## src/rtl/matrix_loader.sv

```systemverilog
// Feeder for the 8x8 byte matrix multiplier: packs a byte stream row-major into A then B,
// then raises Enable and holds it until the multiplier reports done.
module matrix_loader #(
  parameter  int N        = 8,
  parameter  int W        = 8,
  localparam int MAT_BITS = N*N*W
) (
  input  logic                Clock,
  input  logic                reset,
  input  logic [W-1:0]        in_data,
  input  logic                in_valid,
  output logic                in_ready,
  output logic [MAT_BITS-1:0] A,
  output logic [MAT_BITS-1:0] B,
  output logic                Enable,
  input  logic                mult_done,
  output logic                busy,
  output logic [7:0]          pair_count
);

  localparam int CW = (N*N > 1) ? $clog2(N*N) : 1;
  localparam logic [CW-1:0] LAST = CW'(N*N-1);

  typedef enum logic [1:0] {LOAD_A, LOAD_B, RUN, RELEASE} state_e;

  state_e                state_q, state_d;
  logic [CW-1:0]         cnt_q, cnt_d;
  logic [MAT_BITS-1:0]   a_q, a_d, b_q, b_d;
  logic                  en_q, en_d;
  logic [7:0]            pair_q, pair_d;
  logic                  xfer;

  assign in_ready   = (state_q == LOAD_A) || (state_q == LOAD_B);
  assign busy       = (state_q == RUN) || (state_q == RELEASE);
  assign xfer       = in_valid && in_ready;
  assign A          = a_q;
  assign B          = b_q;
  assign Enable     = en_q;
  assign pair_count = pair_q;

  always_comb begin
    state_d = state_q;
    cnt_d   = cnt_q;
    a_d     = a_q;
    b_d     = b_q;
    en_d    = en_q;
    pair_d  = pair_q;
    case (state_q)
      LOAD_A: if (xfer) begin
        a_d[int'(cnt_q)*W +: W] = in_data;
        cnt_d = cnt_q + 1'b1;
        if (cnt_q == LAST) begin
          cnt_d   = '0;
          state_d = LOAD_B;
        end
      end
      LOAD_B: if (xfer) begin
        b_d[int'(cnt_q)*W +: W] = in_data;
        cnt_d = cnt_q + 1'b1;
        if (cnt_q == LAST) begin
          cnt_d   = '0;
          state_d = RUN;
          en_d    = 1'b1;
        end
      end
      RUN: if (mult_done) begin
        en_d    = 1'b0;
        pair_d  = pair_q + 8'd1;
        state_d = RELEASE;
      end
      // Wait out the old done so it is never taken as the next pair's result.
      RELEASE: if (!mult_done) begin
        cnt_d   = '0;
        state_d = LOAD_A;
      end
      default: state_d = LOAD_A;
    endcase
  end

  always_ff @(posedge Clock) begin
    if (!reset) begin
      state_q <= LOAD_A;
      cnt_q   <= '0;
      a_q     <= '0;
      b_q     <= '0;
      en_q    <= 1'b0;
      pair_q  <= '0;
    end else begin
      state_q <= state_d;
      cnt_q   <= cnt_d;
      a_q     <= a_d;
      b_q     <= b_d;
      en_q    <= en_d;
      pair_q  <= pair_d;
    end
  end

endmodule

```

## config.mk

```make
export PLATFORM = sky130hd
export DESIGN_NAME = matrix_loader
export DESIGN_NICKNAME = d
export VERILOG_FILES = /design/src/rtl/matrix_loader.sv
export SDC_FILE = /design/constraint.sdc
export NUM_CORES = 2
export LEC_CHECK = 0
export ABC_CLOCK_PERIOD_IN_PS = 8900
export BUFFER_PORTS_ARGS = -buffer_cell sky130_fd_sc_hd__buf_2
export CAP_MARGIN = 20
export CORE_AREA = 2 2 406 408
export CTS_CLUSTER_DIAMETER = 100
export DETAILED_ROUTE_END_ITERATION = 16
export DIE_AREA = 0 0 408 410
export PLACE_DENSITY = 0.48
export SLEW_MARGIN = 20
export SYNTH_ARGS = -nofsm -noshare
export SYNTH_HDL_FRONTEND = slang
export SYNTH_SLANG_ARGS = --single-unit
```

## constraint.sdc

```tcl
create_clock -name Clock -period 8.9 [get_ports Clock]
set_input_delay 1.335 -clock Clock [delete_from_list [all_inputs] [get_ports Clock]]
set_output_delay 1.335 -clock Clock [all_outputs]
set_load 0.1 [all_outputs]
```

Yosys cells after proc, flatten, opt, wreduce, memory -nomap -nowiden
Cells that the tools add are included.
Widths: inputs -> output; s select.

cells by class
  mux-type cells = 17
  add/subtract/negate cells = 3
  reduce and logical (&&, ||, !) cells = 13
  div/mod/pow operators = 0
  shift operators = 2
  bitwise logic cells = 0
  order comparisons = 0
  $mul = 0
  eq/ne operators = 11

operator list
  kind                      number
  $bwmux 512                2
  $shift 8x33->512 const A  1
  $shiftx 8x33->512         1
  $neg 9->33                1
  $mux 6                    3
  $mux 2                    6
  $pmux 6 s2                1
  $add 8x1->8 const B       1
  $ne 2x2->1 const B        4
  $pmux 2 s4                1
  $add 6x1->6 const B       1
  $eq 6x6->1 const B        1
  $ne 2x1->1 const B        3
  $reduce_and 2->1          3
  $reduce_and 6->1          1
  $eq 2x2->1 const B        2
  $reduce_and 4->1          1
  $reduce_bool 2->1         2
  $mux 1                    3
  $reduce_and 3->1          1
  $eq 2x1->1 const B        1
  $logic_not 2->1           1
  $logic_or 1x1->1          2
  $pmux 1 s2                1
  2 further kinds           2

word-level totals
  bits in read-only memories = 0
  memory bits (writable) = 0
  memories = 0
  bits in latches = 0
  logic and storage cells = 52
  register bits after elaboration = 1041

Logic depth before layout (Yosys ltp)
  depth after elaboration = 5
  depth in mapped cells = 13

Worst setup path before layout
OpenSTA, ideal clock, no wires.

  path type = reg-to-reg
  from = register cnt_q[3]
  to = register a_q[408], in the netlist A[408]
  arrival = 3296 ps
  stages on the path, launching flop included = 12
  setup time = 72 ps
  setup slack = 5532 ps
  path through = dfxtp_1 -> clkbuf_1 -> buf_2 -> clkbuf_1 -> nor3_1 -> ha_1 -> clkbuf_1 -> nor2_1 -> o311a_1 -> nand3_1 -> nor2_1 -> mux2i_1

between the ends
  cells in the longest elaborated chain, start to end = 3
  elaborated cells on any way between the ends = 4
  those cells by class = add/sub (1); shift (2); mux (1)

RTL lines
  item                                                          line  text
  from (decl)                                                   27    logic [CW-1:0] cnt_q, cnt_d;
  from (signal assigned)                                        90    cnt_q <= cnt_d;
  $neg 9->33 *                                                  50    a_d[int'(cnt_q)*W +: W] = in_data;
  $shiftx 8x33->512 / $shift 8x33->512 (equally long branches)  50
  $bwmux 512 *                                                  50
  to (signal assigned)                                          84    a_q <= '0;
  to (signal assigned)                                          91    a_q <= a_d;
  to (decl)                                                     28    logic [MAT_BITS-1:0] a_q, a_d, b_q, b_d;

Mark *: on every way between the ends. The rest lies on a longest branch, timed or not.
A chain may end at the register's enable or synchronous reset.

Worst setup path in the final report
  from = register cnt_q[2]
  to = register a_q[393], in the netlist A[393]

Same word-level chain as after synthesis.

==> implementation parameters <==
Parameter                              Value

GRT
  Global-route wire length before repair    between 200 and 300 mm
  Gr ovfl total    0
  Gr usage total    0.2209
  Initial antenna violation count    11
  Via count of the first global-routing pass    32520
  Pin count of the biggest net entering global routing    171

Place
  Port Buf Inserts    1046
  Weighted congestion at the end of routability-driven global placement    slightly above 0.8
  Detailed-placement wirelength estimate    around 140 mm

Yosys
  Proportion of netlist area held by the largest area contributor    0.5352
  Post-synthesis async set-or-reset flop share    0
  Register area share after synthesis    0.5352
  Number of nets in the synthesized netlist    approximately 4100
  Area leader, netlist    sky130_fd_sc_hd__dfxtp_1
  Leading cell type by number of instances after synthesis    sky130_fd_sc_hd__dfxtp_1
  Synthesis-stage register bit count    approximately 1000
  Most used DFF post-synth    sky130_fd_sc_hd__dfxtp_1
  Cell count after synthesis    between 4000 and 5000
  Unique masters post-synth    64
  Synth warnings    0
  Synthesized area per cell    ~9.5 um2
  Number of synthesized flops with an enable pin    0
  Most common library cells after synthesis    1041 x sky130_fd_sc_hd__dfxtp_1, 924 x sky130_fd_sc_hd__nand2_1, 727 x sky130_fd_sc_hd__mux2i_1
  Biggest area contributors in the synthesized netlist    sky130_fd_sc_hd__dfxtp_1 54%, sky130_fd_sc_hd__mux2i_1 19%, sky130_fd_sc_hd__nand2_1 8.9%
  Post-Syn Area    0.03894 mm2

STA
  Aggregate negative setup slack    0 ns
  Clock Skew    between 0.03 and 0.04 ns
  Final Hold Fails    0
  Number of pins exceeding their max-slew limit in the final report    0
  Setup repair after global routing missed its margin    no
  Fmax    around 0.20 GHz
  Setup Viol. Count Final    0
  Worst slew margin relative to its limit    0.2128
  Clock period minus worst slack    a little over 5 ns
  Least-Margin Pin Slew    1.176 ns
  Crit share post-route    0.5655

Drt
  Overall via count from detail_route    about 34000
  Post-Route WL    just under 200 mm
  Wirelength per Cell    around 26 um
  Via density per instance    4.579
  DRC violation total after the first TritonRoute iteration    approximately 2300
  Residual DRC    0
  Residual antenna-violating net count after detailed routing    0
  First-pass iteration count of the detailed router    5

CTS
  Clock sink count    1041
  Clock slew at the register clock pins of the worst setup and hold paths    0.06 ns
  Hold-fix buffers at CTS    0
  Buffers from clock root to sink, at most    3
  Total clock buffers created by CTS    around 120
  CTS-repair resized insts    0
  Post-CTS repair timing setup buffer count    0
  Clock root buffer    sky130_fd_sc_hd__clkbuf_16
  Total number of H-tree levels    3
  Skew-Pair Late Insertion Delay    between 0.7 and 0.8 ns
  Clock tree from TritonCTS    done

Critical path
  Startpoint kind of the worst setup timing path    register
  Kind of end point of the critical path    register
  Type of the worst setup path    register to register
  Data required time at the worst endpoint    around 9.6 ns
  CP Max Fanout    26
  CP Data Arrival Time    5.70 ns

Cells and area
  Layout cell share with drive strength beyond 1    0.2758
  NumNets Final    roughly 5100
  Count of fill cells added during filler insertion    17390
  Multi-input gate area    0.01715 mm2
  Relative area change from synthesis to final layout    30.47%
  Register cell area after layout    approximately 0.021 mm2

Floorplan
  Floorplan die area    approximately 0.17 mm2
  Core Rows    approximately 150
  Width of the die    about 410 um
  Ports placed on the boundary    approximately 1000
  Vert. Die Dim    roughly 410 um
  Starting density of the core    0.2382
  Placeable core area    about 0.16 mm2

Pwr
  Sequential share of power    0.446
  Combinational power share    0.057
  Leakage component of the power    ~23 nW
  Fraction of power spent switching nets    0.2540
  Total power    10.48 mW
  Internal power consumption    just under 8 mW
  Maximum VDD drop    approximately 0.17 mV
  Power per standard cell area    roughly 210 mW/mm2
  Relative contribution of the clock network to total power    0.497
  Net switching component of the power    between 2 and 3 mW

Job
  Max-Cap Viols    0

Min path
  Class of the tightest hold or removal check    register to register

Outcome
  Outcome    completed
[cell type report]
cell class,instances,share of cell area
Sequential cell,1041,0.4102
Multi-Input combinational cell,2759,0.3376
Timing Repair Buffer,1121,0.1152
Clock buffer,166,0.06699
Tap cell,2189,0.05391
Clock inverter,55,0.01495
Inverter,13,0.001010
Antenna cell,2,0.00009851
[kinds of logic (layout without fill, tap and decap cells)]
group	count (synthesis)	after routing	share of synthesized area
adders and majority gates	8	8	0.002571
muxes	736	736	0.1895
DFF	1041	1041	0.5352
other	0	2	0
xor gates and xnor gates	16	16	0.003599
AOI/OAI and AO/OA	363	363	0.05267
buffers and inverters	304	1355	0.03053
and+or+nand+nor	1636	1636	0.1860
[layout by cell type, fill, tap and decap left out, types with 7 or more instances in the layout]
cell type,instances
sky130_fd_sc_hd__and3_1,8
sky130_fd_sc_hd__nand2_1,924
sky130_fd_sc_hd__clkbuf_1,21
sky130_fd_sc_hd__nor2_1,119
sky130_fd_sc_hd__o21ai_0,281
sky130_fd_sc_hd__dfxtp_1,1041
sky130_fd_sc_hd__and2_1,36
sky130_fd_sc_hd__bufinv_16,13
sky130_fd_sc_hd__nor2_2,37
sky130_fd_sc_hd__a21oi_1,17
sky130_fd_sc_hd__nand4_1,38
sky130_fd_sc_hd__clkbuf_8,27
sky130_fd_sc_hd__o31ai_1,7
sky130_fd_sc_hd__buf_2,1045
sky130_fd_sc_hd__mux2i_1,726
sky130_fd_sc_hd__o211ai_1,10
sky130_fd_sc_hd__clkbuf_16,118
sky130_fd_sc_hd__nor3_1,10
sky130_fd_sc_hd__and4_1,11
sky130_fd_sc_hd__mux2_2,9
sky130_fd_sc_hd__a21o_1,8
sky130_fd_sc_hd__or3_1,8
sky130_fd_sc_hd__nand3_1,392
sky130_fd_sc_hd__buf_4,70
sky130_fd_sc_hd__clkinv_2,21
sky130_fd_sc_hd__ha_1,8
sky130_fd_sc_hd__inv_6,7
sky130_fd_sc_hd__inv_1,12
[state kept, by name, indices dropped and copies added (netlist names)]
name	flops
Enable	1
B	512
A	512
state_q	2
pair_count	8
cnt_q	6
[through the flow]
step,util,area (um2),setup WS (ns),std cells,hold WS [ns]
3_3_place_gp,0.2851,46620,4.031,7122,0.4390
3_5_place_dp,0.2851,46620,3.882,7122,0.4433
4_1_cts,0.3106,50780,3.845,7343,0.4534
6_report,0.3107,50800,3.867,7346,0.4516
5_1_grt,0.3107,50800,3.637,7344,0.4628
2_1_floorplan,-,38940,5.532,4104,0.5330
[layer usage]
metal	wire, um	track usage
met5	0	0
met3	13460	0.05992
met4	6183	0.07216
met1	74540	0.2489
met2	98640	0.3999
[path summary, 6_finish.rpt]
| kind | start | endpoint | slack, ns | cells past startpoint |
|---|---|---|---|---|
| worst min-delay path | B[81]$_SDFFE_PN0P_ | B[81]$_SDFFE_PN0P_ | 0.45 | 2 |
| worst max register to register | cnt_q[2]$_SDFFE_PN0P_ | A[393]$_SDFFE_PN0P_ | 3.87 | 8 |
| worst min register to register | B[81]$_SDFFE_PN0P_ | B[81]$_SDFFE_PN0P_ | 0.45 | 2 |
| worst max-delay path | cnt_q[2]$_SDFFE_PN0P_ | A[393]$_SDFFE_PN0P_ | 3.87 | 8 |
[power groups by stage]
stage	clock, mW	combinational, mW	sequential, mW
finish	5.21	0.600	4.67
floorplan	0	0.303	4.79
CTS	5.33	0.615	4.67
detailed placement	0	0.614	4.78
global route	5.52	0.635	4.67
global placement	0	0.613	4.78
[critical path: stages, from the launching register on]
cell,delay [ns]
sky130_fd_sc_hd__dfxtp_1,0.91
sky130_fd_sc_hd__or3_1,0.49
sky130_fd_sc_hd__nor3_1,0.09
sky130_fd_sc_hd__ha_1,0.48
sky130_fd_sc_hd__nor2_1,0.74
sky130_fd_sc_hd__o311a_1,0.61
sky130_fd_sc_hd__nand3_1,0.35
sky130_fd_sc_hd__nor2_1,0.98
sky130_fd_sc_hd__mux2i_1,0.28
(Power assumes the default switching activity.)
